[src/rtl/serial_to_par4.sv]
// serial_to_par4: serial-to-parallel deserializer.
// Collects one bit per sin_valid cycle, LSB first, and presents each completed
// WIDTH-bit word on pout along with a one-cycle pout_valid strobe.
//
// Parameters:
//   WIDTH       bits per word (2..16)
// Ports:
//   clk         system clock, rising edge
//   reset       synchronous, active-high reset
//   sin         serial data bit
//   sin_valid   sin carries a bit this cycle
//   clear       synchronous abort of the word in progress
//   pout        last completed word (bit0 = first bit received)
//   pout_valid  one-cycle pulse when pout updates
//   busy        1 while a partial word is held
//   all_ones    &pout. Registered only when ALL_ONES_FLAG_EN is defined,
//               otherwise tied to 0.
// Optional feature macro: ALL_ONES_FLAG_EN
module serial_to_par4 #(
  parameter int unsigned WIDTH = 4
) (
  input  logic             clk,
  input  logic             reset,
  input  logic             sin,
  input  logic             sin_valid,
  input  logic             clear,
  output logic [WIDTH-1:0] pout,
  output logic             pout_valid,
  output logic             busy,
  output logic             all_ones
);

  localparam int unsigned    CntW    = $clog2(WIDTH);
  localparam logic [CntW-1:0] LastCnt = CntW'(WIDTH - 1);

  typedef enum logic [0:0] {StIdle, StCollect} state_e;

  state_e           state_q;
  logic [CntW-1:0]  count_q;
  logic [WIDTH-1:0] shift_q;
  logic [WIDTH-1:0] pout_q;
  logic             pout_valid_q;
  logic             busy_q;

  logic [WIDTH-1:0] word_d;
  logic             last_bit;

  // Shift right with new bits entering at the MSB. After WIDTH accepted bits the
  // first one has reached bit0, which gives LSB-first ordering.
  always_comb begin
    word_d   = {sin, shift_q[WIDTH-1:1]};
    last_bit = (state_q == StCollect) && (count_q == LastCnt);
  end

  always_ff @(posedge clk) begin
    if (reset) begin
      state_q      <= StIdle;
      count_q      <= '0;
      shift_q      <= '0;
      pout_q       <= '0;
      pout_valid_q <= 1'b0;
      busy_q       <= 1'b0;
    end else begin
      pout_valid_q <= 1'b0;
      if (clear) begin
        // Clear overrides any bit arriving in the same cycle. pout is kept.
        state_q <= StIdle;
        count_q <= '0;
        busy_q  <= 1'b0;
      end else if (sin_valid) begin
        shift_q <= word_d;
        if (last_bit) begin
          state_q      <= StIdle;
          count_q      <= '0;
          busy_q       <= 1'b0;
          pout_q       <= word_d;
          pout_valid_q <= 1'b1;
        end else begin
          state_q <= StCollect;
          count_q <= count_q + CntW'(1);
          busy_q  <= 1'b1;
        end
      end
    end
  end

  assign pout       = pout_q;
  assign pout_valid = pout_valid_q;
  assign busy       = busy_q;

`ifdef ALL_ONES_FLAG_EN
  logic all_ones_q;

  always_ff @(posedge clk) begin
    if (reset) begin
      all_ones_q <= 1'b0;
    end else if (sin_valid && !clear && last_bit) begin
      all_ones_q <= &word_d;
    end
  end

  assign all_ones = all_ones_q;
`else
  assign all_ones = 1'b0;
`endif

endmodule

[config.mk]
export PLATFORM = sky130hd
export DESIGN_NAME = serial_to_par4
export DESIGN_NICKNAME = d
export VERILOG_FILES = /design/src/rtl/serial_to_par4.sv
export SDC_FILE = /design/constraint.sdc
export NUM_CORES = 1
export LEC_CHECK = 0
export ABC_AREA = 1
export BUFFER_PORTS_ARGS = -buffer_cell sky130_fd_sc_hd__buf_2
export CORE_AREA = 2 2 39 41
export CTS_CLUSTER_SIZE = 20
export DETAILED_ROUTE_END_ITERATION = 8
export DIE_AREA = 0 0 41 43
export PLACE_DENSITY = 0.62
export SLEW_MARGIN = 20
export SYNTH_ARGS = -nofsm -noshare
export SYNTH_HDL_FRONTEND = slang
export SYNTH_SLANG_ARGS = --single-unit
export TNS_END_PERCENT = 100
[constraint.sdc]
create_clock -name clk -period 1.09 [get_ports clk]
set_input_delay 0.1635 -clock clk [delete_from_list [all_inputs] [get_ports clk]]
set_output_delay 0.1635 -clock clk [all_outputs]
set_load 0.005 [all_outputs]
==> results of run 1 <==
-- sequential cells by signal, indices dropped and copies added (netlist names) --
| signal | flops |
|---|---|
| busy | 1 |
| count_q | 2 |
| pout | 4 |
| pout_valid | 1 |
| shift_q | 3 |
-- synthesized netlist by cell type --
master	instances	area share
a21oi_1	3	0.033
buf_4	1	0.016
conb_1	1	0.0082
dfxtp_1	11	0.48
ha_1	1	0.027
inv_1	4	0.033
inv_2	3	0.025
nand2_1	11	0.090
nand2_2	2	0.027
nand3_1	6	0.065
nor2_1	14	0.11
nor2_4	2	0.049
o21ai_1	3	0.033
-- worst max path at each step --
stage                           from       to  slack (ns)  cells past startpoint
after floorplan           count_q[0]  pout[0]        0.10                      6
after global placement    count_q[0]  pout[2]        0.05                      6
after detailed placement  count_q[0]  pout[3]        0.02                      6
after CTS                 count_q[0]  pout[3]        0.01                      6
after global routing      count_q[0]  pout[3]       0.007                      6
final                     count_q[0]  pout[3]         0.1                      6
-- cell type report --
class                           count  area (µm²)
Inverter                            7        26.3
Multi-Input combinational cell     43         210
Timing Repair Buffer               10        50.0
Sequential cell                    11         223
Tap cell                           16        20.0
Fill cell                         145         828
Clock buffer                        4        26.3
-- logic make-up (layout without fill, tap and decap cells) --
logic type                 Yosys count  in the layout  share of synthesized area
DFF                                 11             11                      0.480
other                                1              1                    0.00817
and+or+nand+nor                     35             35                      0.346
AOI/OAI and AO/OA                    6              6                     0.0654
adders and majority gates            1              1                     0.0272
buffers and inverters                8             21                     0.0736
-- power groups by stage --
stage                     combinational [mW]  sequential, mW  clock (mW)
after global placement                0.0614           0.429           0
final                                 0.0626           0.421       0.281
after CTS                             0.0617           0.420       0.289
after detailed placement              0.0614           0.429           0
after global routing                  0.0710           0.422       0.312
after floorplan                       0.0430           0.428           0
-- metrics by stage --
step                hold WS (ns)  utilization  setup WS (ns)  total power, mW  std cells
finish                    0.0648        0.401         0.0998            0.765         91
global route              0.0598        0.401        0.00695            0.805         91
CTS                       0.0599        0.396         0.0140            0.771         91
detailed placement         0.348        0.377         0.0228            0.491         87
global placement           0.348        0.377         0.0518            0.490         87
floorplan                  0.235            -          0.103            0.471         62
-- repair_timing --
item | 4_1_cts | 5_1_grt
gates resized for setup | 0 | 5
setup endpoints to repair | 0 | 5
setup buffers | 0 | 0
-- layer usage --
metal / routed length [µm] / vias to the layer above / GRT usage / share of wire
li1: - / 218 / - / -
met4: 48 / 0 / 0.120 / 0.057
met3: 49 / 4 / 0.0471 / 0.058
met5: 0 / - / 0 / 0
met1: 371 / 168 / 0.148 / 0.44
met2: 375 / 13 / 0.172 / 0.44
-- worst max-delay path: cells and delay by family (launching register included) --
kind	cells	cell delay, ns
flip-flops	1	0.34
AND/OR/NAND/NOR	4	0.28
buffers and inverters	1	0.10
adder cells (fa/ha/maj)	1	0.17
==> metrics.md, run 1 <==
| Metric | Value |
|---|---|
| Result of the run | `completed` |
| Net Sw Power | `~0.19 mW` |
| Global-route wire length before repair | `1400 µm` |
| Number of H-tree levels | `1` |
| Synth Register Bits | `11` |
| Leading cell types in the layout, fill and taps excluded | `14 x nor2_1, 10 x nand2_1, 10 x buf_2, 9 x dfxtp_1, 6 x nand3_1` |
| Area of the die | `about 1800 µm²` |
| Starting utilization of the core area | `0.332` |
| Routed wire length per instance | `just over 9 µm` |
| Startpoint of the tightest hold check path | `reset` |
| Port buffer count | `10` |
| Vias post-DR | `just over 400` |
| Largest stage delay on the critical path | `around 0.34 ns` |
| Aggregate routed wire length | `845 µm` |
| Mapped Cells | `62` |
| TritonCTS clock tree | `done` |
| Area of the placeable core | `between 1000 and 1500 µm²` |
| Worst reg-to-reg setup slack | `~0.1 ns` |
| Crit-path max FO | `4` |
| Dpl cell area | `about 520 µm²` |
| Proportion of power drawn by combinational gates | `0.082` |
| Area of the mapped netlist | `roughly 460 µm²` |
| Post-synthesis area per instance | `7.41 µm²` |
| Startpoint of the worst-slack reg-to-reg timing path | `count_q[0]` |
| Final Net Count | `slightly above 80` |
| Number of global-route vias before repair | `about 350` |
| Highest ir drop seen on vdd | `a little under 0.5 mV` |
| I/O pin count | `12` |
| Largest net degree at the start of global routing | `11` |
| Cell-by-cell trace of the critical path | `ha_2, nand2_2, inv_2, nand3_1, nand2_1, nor2_1` |
| CTS hold repair buffers | `0` |
| Fin crit share | `0.908` |
| Total number of clock tree sinks | `11` |
| Reg-to-reg endpoint | `pout[3]` |
| Worst-case reg-to-reg path depth | `6` |
| Overflow left after global routing | `0` |
| Antenna Nets Post-Route | `0` |
| Total count of max-transition violations in the final report | `0` |
| Sequential cell area fraction in the yosys report | `0.480` |
| Critical Setup Path Class | `flop to flop` |
| Final antenna diode count | `0` |
| Number of antenna violations at the first check in global routing | `0` |
| PwrDens | `about 1400 nW/µm²` |
| Switching power as a share of total power | `0.244` |
| Hold Path Sink | `pout_valid` |
| Data arrival, critical path | `1.16 ns` |
| # setup viols final | `0` |
| Endpoints failing hold | `0` |
| HP Class | `primary input to flop` |
| Most common cell after layout, fill and taps aside | `nor2_1` |
| Number of max-cap violations | `0` |
| Worst-path cell with the longest stage delay | `dfxtp_2` |
| Pint | `0.578 mW` |
| FMAX | `around 1000 MHz` |
| Iteration-0 DRC Markers | `8` |
| Number of rows in the core area | `14` |
| Sequential group share of total power | `0.550` |
| Area added between synthesis and finish | `21.0%` |
| Standby leakage power | `~0.26 nW` |
| Post-route cell area | `556 µm²` |
| Fraction of layout cells with a size suffix above 1 | `0.333` |
| Clk_lat worst skew | `between 0.2 and 0.3 ns` |
| Half-perimeter wire length after detailed placement | `roughly 600 µm` |
| Yosys warnings | `0` |
| Post-layout minimum cycle time | `between 0.9 and 1 ns` |
| Die outline height | `roughly 43 µm` |
| WHS Path Cells | `2` |
| Inserted Clock Buffers | `3` |
| Data required, critical path | `1.26 ns` |
| Net count after synthesis | `around 70` |
| Number of buffers on the longest clock path | `2` |
| Final estimated routing congestion in global placement | `0.782` |
| RSZ-0062 raised after global routing | `no` |
| Portion of total power attributed to the clock network | `0.368` |
| Chip width | `between 40 and 50 µm` |
| CP endpoint kind | `flop` |
| Via count normalized by instance count | `approximately 4.4` |
| Library cells used by synthesis | `13` |
| Kind of launch point of the worst setup path | `flop` |
| Clock Pin Slew Worst Setup and Hold Paths | `0.07 ns` |
| Setup total negative slack | `0 ns` |
| Number of DRC violations after detailed routing | `0` |
| Setup clock skew after layout | `~0.0014 ns` |
| Total global routing track utilization | `0.129` |
| Iteration count of the initial detailed-routing pass | `4` |
| Master cell of the clock root buffer | `clkbuf_4` |
No activity file was read; power rests on OpenSTA's default activity.
==> run 2, diff against run 1 <==
clock period = 1.2 ns   (was 1.09 ns; I/O delays follow)
==> run 2 against run 1 <==
Against the previous run:
- first-iteration DRC count down 25%
- hold slack better by 0.018 ns
- wire length down 3.2%
- sequential power down 9.3%
- final cell count unchanged
==> metrics.md, run 2 (synthesized netlist as in run 1, its figures left out) <==
| Metric | Value |
|---|---|
| Net Sw Power | `0.168 mW (-10%)` |
| Antenna Nets Post-Route | `0 (unchanged)` |
| Post-route cell area | `548 µm² (-1.4%)` |
| CTS hold repair buffers | `0 (unchanged)` |
| Total count of max-transition violations in the final report | `0 (unchanged)` |
| Starting utilization of the core area | `0.332 (unchanged)` |
| Number of antenna violations at the first check in global routing | `0 (unchanged)` |
| Portion of total power attributed to the clock network | `0.367 (about the same)` |
| Chip width | `41 µm (unchanged)` |
| FMAX | `956 MHz (-5.4%)` |
| Aggregate routed wire length | `818 µm (-3.2%)` |
| Bufs and invs on worst path | `1 (unchanged)` |
| Worst reg-to-reg setup slack | `0.15 ns (+0.05 ns)` |
| Leading cell types in the layout, fill and taps excluded | `14 x nor2_1, 11 x nand2_1, 11 x dfxtp_1, 10 x buf_2, 6 x nand3_1` |
| Number of stages on the worst setup path | `6 (unchanged)` |
| Total global routing track utilization | `0.129 (unchanged)` |
| TritonCTS clock tree | `done` |
| Port buffer count | `10 (unchanged)` |
| Number of rows in the core area | `14 (unchanged)` |
| Final estimated routing congestion in global placement | `0.782 (about the same)` |
| Dominant cell type by count on the critical path | `nand2_1` |
| Startpoint of the worst-slack reg-to-reg timing path | `count_q[0]` |
| Number of max-cap violations | `0 (unchanged)` |
| Setup total negative slack | `0 ns (unchanged)` |
| Iteration-0 DRC Markers | `6 (-2)` |
| Area added between synthesis and finish | `19.3%` |
| Highest ir drop seen on vdd | `0.469 mV (-5.1%)` |
| Final Net Count | `82 (unchanged)` |
| Pint | `0.524 mW (-9.3%)` |
| Number of buffers on the longest clock path | `2 (unchanged)` |
| Number of global-route vias before repair | `348 (unchanged)` |
| Fraction of layout cells with a size suffix above 1 | `0.280 (-0.0533)` |
| Data required, critical path | `1.37 ns (+0.11 ns)` |
| Endpoints failing hold | `0 (unchanged)` |
| HP Class | `primary input to flop` |
| PwrDens | `1260 nW/µm² (-8.2%)` |
| Max reg flops | `4 (unchanged)` |
| Sequential group share of total power | `0.551 (about the same)` |
| Largest delay contributor family on the critical path | `flip-flops` |
| Proportion of power drawn by combinational gates | `0.081 (about the same)` |
| Overflow left after global routing | `0 (unchanged)` |
| Half-perimeter wire length after detailed placement | `603 µm (unchanged)` |
| Fin crit share | `0.872 (-0.0364)` |
| Die outline height | `43 µm (unchanged)` |
| Worst-case reg-to-reg path depth | `6 (unchanged)` |
| Clk_lat worst skew | `0.27 ns (about the same)` |
| Post-layout minimum cycle time | `1.05 ns (+0.0562 ns)` |
| Largest net degree at the start of global routing | `11 (unchanged)` |
| Inserted Clock Buffers | `3 (unchanged)` |
| Vias post-DR | `400 (-0.74%)` |
| Setup clock skew after layout | `0.00148 ns (+0.000105 ns)` |
| Worst setup path startpoint | `count_q[0]` |
| Standby leakage power | `0.263 nW (+0.39%)` |
| Number of DRC violations after detailed routing | `0 (unchanged)` |
| Via count normalized by instance count | `4.40 (-0.74%)` |
| Final antenna diode count | `0 (unchanged)` |
| Worst-path cell with the longest stage delay | `dfxtp_1` |
| Switching power as a share of total power | `0.242 (-0.00148)` |
| Kind of launch point of the worst setup path | `flop` |
| Dpl cell area | `522 µm² (unchanged)` |
| Crit-path max FO | `4 (unchanged)` |
| # setup viols final | `0 (unchanged)` |
| Global-route wire length before repair | `1400 µm (unchanged)` |
| Area of the placeable core | `1380 µm² (unchanged)` |
| Number of H-tree levels | `1 (unchanged)` |
| Last element of the critical path | `pout[3]` |
| Critical Setup Path Class | `flop to flop` |
| Result of the run | `completed` |
| CP endpoint kind | `flop` |
| Data arrival, critical path | `1.22 ns (+0.06 ns)` |
| Reg-to-reg endpoint | `pout[3]` |
| Area of the die | `1760 µm² (unchanged)` |
| Master cell of the clock root buffer | `clkbuf_4` |
| Total number of clock tree sinks | `11 (unchanged)` |
| Largest stage delay on the critical path | `0.35 ns (about the same)` |
| I/O pin count | `12 (unchanged)` |
| Cell-by-cell trace of the critical path | `ha_1, nand2_1, inv_2, nand3_1, nand2_1, nor2_1` |
| Iteration count of the initial detailed-routing pass | `4 (unchanged)` |
| RSZ-0062 raised after global routing | `no` |
| Routed wire length per instance | `8.99 µm (-3.2%)` |
| Clock Pin Slew Worst Setup and Hold Paths | `0.07 ns (about the same)` |
| Most common cell after layout, fill and taps aside | `nor2_1` |
## run 2: cell types whose count changed in the layout (fill, tap and decap cells not counted)
cell	before	now
ha_2	1	0
ha_1	0	1
dfxtp_2	2	0
dfxtp_1	9	11
nand2_2	3	2
nand2_1	10	11
## run 2: power by group through the flow
| stage | clock network [mW] | registers, mW | logic [mW] |
|---|---|---|---|
| 2_1_floorplan | 0 | 0.389 | 0.0391 |
| 3_3_place_gp | 0 | 0.390 | 0.0557 |
| 5_1_grt | 0.283 | 0.383 | 0.0639 |
| 6_report | 0.254 | 0.382 | 0.0563 |
| 3_5_place_dp | 0 | 0.390 | 0.0558 |
| 4_1_cts | 0.263 | 0.381 | 0.0561 |
## run 2: cell type report
class / instances / area, µm²
repair buffers: 10 / 50.0
well taps: 16 / 20.0
inverters: 7 / 26.3
flip-flops and latches: 11 / 220
clock buffers: 4 / 26.3
multi-input cells: 43 / 205
fillers: 144 / 836
## run 2: worst min-delay path by stage
stage / to / slack [ns] / start / cells after the start
final: pout_valid / 0.08 / reset / 2
after global routing: pout_valid / 0.08 / reset / 2
after CTS: pout_valid / 0.08 / reset / 2
after detailed placement: pout_valid / 0.36 / reset / 2
after global placement: pout_valid / 0.36 / reset / 2
after floorplan: pout_valid / 0.25 / reset / 1
## run 2: stage by stage
| stage | total power [mW] | worst slack, ns | instances | utilization | hold slack [ns] |
|---|---|---|---|---|---|
| 2_1_floorplan | 0.428 | 0.213 | 62 | - | 0.252 |
| 3_3_place_gp | 0.445 | 0.162 | 87 | 0.377 | 0.365 |
| 3_5_place_dp | 0.446 | 0.133 | 87 | 0.377 | 0.365 |
| 4_1_cts | 0.700 | 0.124 | 91 | 0.396 | 0.0764 |
| 5_1_grt | 0.730 | 0.0223 | 91 | 0.396 | 0.0763 |
| 6_report | 0.692 | 0.154 | 91 | 0.396 | 0.0824 |
## run 2: what timing repair did
action,CTS,global route
buffers inserted,0,0
endpoints found under the setup margin,0,3
resized for setup,0,1
## run 2: per-layer routing
layer	routed length (µm)	part of all wire	track usage
met1	383	0.47	0.148
met2	352	0.43	0.172
met3	35	0.043	0.0471
met4	46	0.056	0.120
met5	0	0	0
==> run 3, diff against run 2 <==
RECOVER_POWER = 50   (was unset)
==> run 3 against run 2 <==
Against the previous run:
- global-route usage unchanged
- hold slack gained 0.00058 ns
- clock power is essentially flat
- sequential power about the same
- critical path type unchanged
- critical endpoint unchanged
- largest cell class unchanged
- largest power group unchanged
==> metrics.md, run 3 (synthesized netlist as in run 1, its figures left out) <==
| Metric | Value |
|---|---|
| Inserted Clock Buffers | `3 (unchanged)` |
| Setup total negative slack | `0 ns (unchanged)` |
| Chip width | `41 µm (unchanged)` |
| Total number of clock tree sinks | `11 (unchanged)` |
| Number of antenna violations at the first check in global routing | `0 (unchanged)` |
| CTS hold repair buffers | `0 (unchanged)` |
| Reg-to-reg endpoint | `pout[3]` |
| CP endpoint kind | `flop` |
| Largest net degree at the start of global routing | `11 (unchanged)` |
| Number of H-tree levels | `1 (unchanged)` |
| RSZ-0062 raised after global routing | `no` |
| Data arrival, critical path | `1.22 ns (about the same)` |
| Half-perimeter wire length after detailed placement | `603 µm (unchanged)` |
| Critical Setup Path Class | `flop to flop` |
| Port buffer count | `10 (unchanged)` |
| Count of instances resized after the clock tree is built | `0 (unchanged)` |
| Number of buffers on the longest clock path | `2 (unchanged)` |
| Fin crit share | `0.871 (about the same)` |
| Final Net Count | `82 (unchanged)` |
| Endpoints failing hold | `0 (unchanged)` |
| Layout Cells excl Fill | `91 (unchanged)` |
| PwrDens | `1270 nW/µm² (+0.68%)` |
| Most common cell after layout, fill and taps aside | `nor2_1` |
| Startpoint of the tightest hold check path | `reset` |
| # setup viols final | `0 (unchanged)` |
| Leading cell types in the layout, fill and taps excluded | `14 x nor2_1, 11 x nand2_1, 11 x dfxtp_1, 6 x nand3_1, 6 x buf_2` |
| Standby leakage power | `0.245 nW (-6.8%)` |
| Data required, critical path | `1.37 ns (about the same)` |
| Worst-case reg-to-reg path depth | `6 (unchanged)` |
| Sequential group share of total power | `0.552 (about the same)` |
| Post-layout minimum cycle time | `1.05 ns (-0.000703 ns)` |
| FMAX | `956 MHz (about the same)` |
| Fraction of layout cells with a size suffix above 1 | `0.227 (-0.0533)` |
| Iteration count of the initial detailed-routing pass | `4 (unchanged)` |
| Vias post-DR | `405 (+1.3%)` |
| Portion of total power attributed to the clock network | `0.367 (about the same)` |
| Switching power as a share of total power | `0.241 (-0.00126)` |
| Final antenna diode count | `0 (unchanged)` |
| Die outline height | `43 µm (unchanged)` |
| Iteration-0 DRC Markers | `7 (+1)` |
| Number of max-cap violations | `0 (unchanged)` |
| Pint | `0.524 mW (about the same)` |
| Aggregate routed wire length | `816 µm (-0.24%)` |
| HP Class | `primary input to flop` |
| I/O pin count | `12 (unchanged)` |
| Area added between synthesis and finish | `18.3%` |
| Worst reg-to-reg setup slack | `0.15 ns (about the same)` |
| Number of DRC violations after detailed routing | `0 (unchanged)` |
| Net Sw Power | `0.167 mW (-0.76%)` |
| Number of post-CTS setup repair buffers | `0 (unchanged)` |
| Max reg flops | `4 (unchanged)` |
| Number of rows in the core area | `14 (unchanged)` |
| Clk_lat worst skew | `0.27 ns (about the same)` |
| Area of the die | `1760 µm² (unchanged)` |
| Final estimated routing congestion in global placement | `0.782 (unchanged)` |
| Routed wire length per instance | `8.97 µm (-0.24%)` |
| Master cell of the clock root buffer | `clkbuf_4` |
| Startpoint of the worst-slack reg-to-reg timing path | `count_q[0]` |
| Highest ir drop seen on vdd | `0.469 mV (about the same)` |
| Starting utilization of the core area | `0.332 (unchanged)` |
| Total count of max-transition violations in the final report | `0 (unchanged)` |
| Kind of launch point of the worst setup path | `flop` |
| Worst setup path startpoint | `count_q[0]` |
| Setup clock skew after layout | `0.00154 ns (+0.0000642 ns)` |
| Clock Pin Slew Worst Setup and Hold Paths | `0.07 ns (about the same)` |
| Overflow left after global routing | `0 (unchanged)` |
| Area of the placeable core | `1380 µm² (unchanged)` |
| Filler instances | `148 (+2.8%)` |
| Number of global-route vias before repair | `348 (unchanged)` |
| Via count normalized by instance count | `4.45 (+1.2%)` |
| Antenna Nets Post-Route | `0 (unchanged)` |
| Total global routing track utilization | `0.129 (unchanged)` |
| Combined area of the multi-input logic cells | `205 µm² (unchanged)` |
| TritonCTS clock tree | `done` |
| Hold Path Sink | `pout_valid` |
| Global-route wire length before repair | `1400 µm (unchanged)` |
| Proportion of power drawn by combinational gates | `0.080 (about the same)` |
| Result of the run | `completed` |
| WHS Path Cells | `2 (unchanged)` |
| Placed cell count | `87 (unchanged)` |
| Crit-path max FO | `4 (unchanged)` |
| Area taken by flip-flops and latches | `220 µm² (unchanged)` |
==> run 3: stage by stage <==
| stage | utilization | instance area, µm² | power, mW | setup WS (ns) | hold slack (ns) |
|---|---|---|---|---|---|
| after floorplan | - | 459 | 0.428 | 0.213 | 0.252 |
| after global placement | 0.377 | 522 | 0.445 | 0.162 | 0.365 |
| after detailed placement | 0.377 | 522 | 0.446 | 0.133 | 0.365 |
| after CTS | 0.396 | 548 | 0.700 | 0.124 | 0.0764 |
| after global routing | 0.392 | 543 | 0.729 | 0.0223 | 0.0763 |
| final | 0.392 | 543 | 0.691 | 0.154 | 0.0830 |
==> run 3: cell type report <==
class / count / share of cell area
multi-input cells: 43 / 0.378
inverters: 7 / 0.0484
flip-flops and latches: 11 / 0.406
well taps: 16 / 0.0369
repair buffers: 10 / 0.0829
clock buffers: 4 / 0.0484
==> run 3: routing by layer <==
layer  wire (µm)  share of wire  vias up  track usage
met4          46          0.056        0        0.120
met2         345           0.42       11        0.172
li1            -              -      219            -
met3          37          0.045        4       0.0471
met5           0              0        -            0
met1         385           0.47      171        0.148
==> run 3: power groups by stage <==
stage	clock, mW	combinational [mW]	sequential (mW)
after floorplan	0	0.0391	0.389
after global placement	0	0.0557	0.390
after detailed placement	0	0.0558	0.390
after CTS	0.263	0.0561	0.381
after global routing	0.283	0.0632	0.383
final	0.254	0.0555	0.381
==> run 3: worst max-delay path: stages (launching register included) <==
cell and delay (ns):
dfxtp_1 0.35, ha_1 0.15, nand2_1 0.13, inv_2 0.12
nand3_1 0.09, nand2_1 0.07, nor2_1 0.03
==> run 3: how the worst max path moves through the flow <==
stage | to | slack, ns | cells past startpoint
after floorplan | pout[0] | 0.21 | 6
after global placement | pout[2] | 0.16 | 6
after detailed placement | pout[3] | 0.13 | 6
after CTS | pout[3] | 0.12 | 6
after global routing | pout[3] | 0.02 | 6
final | pout[3] | 0.15 | 6
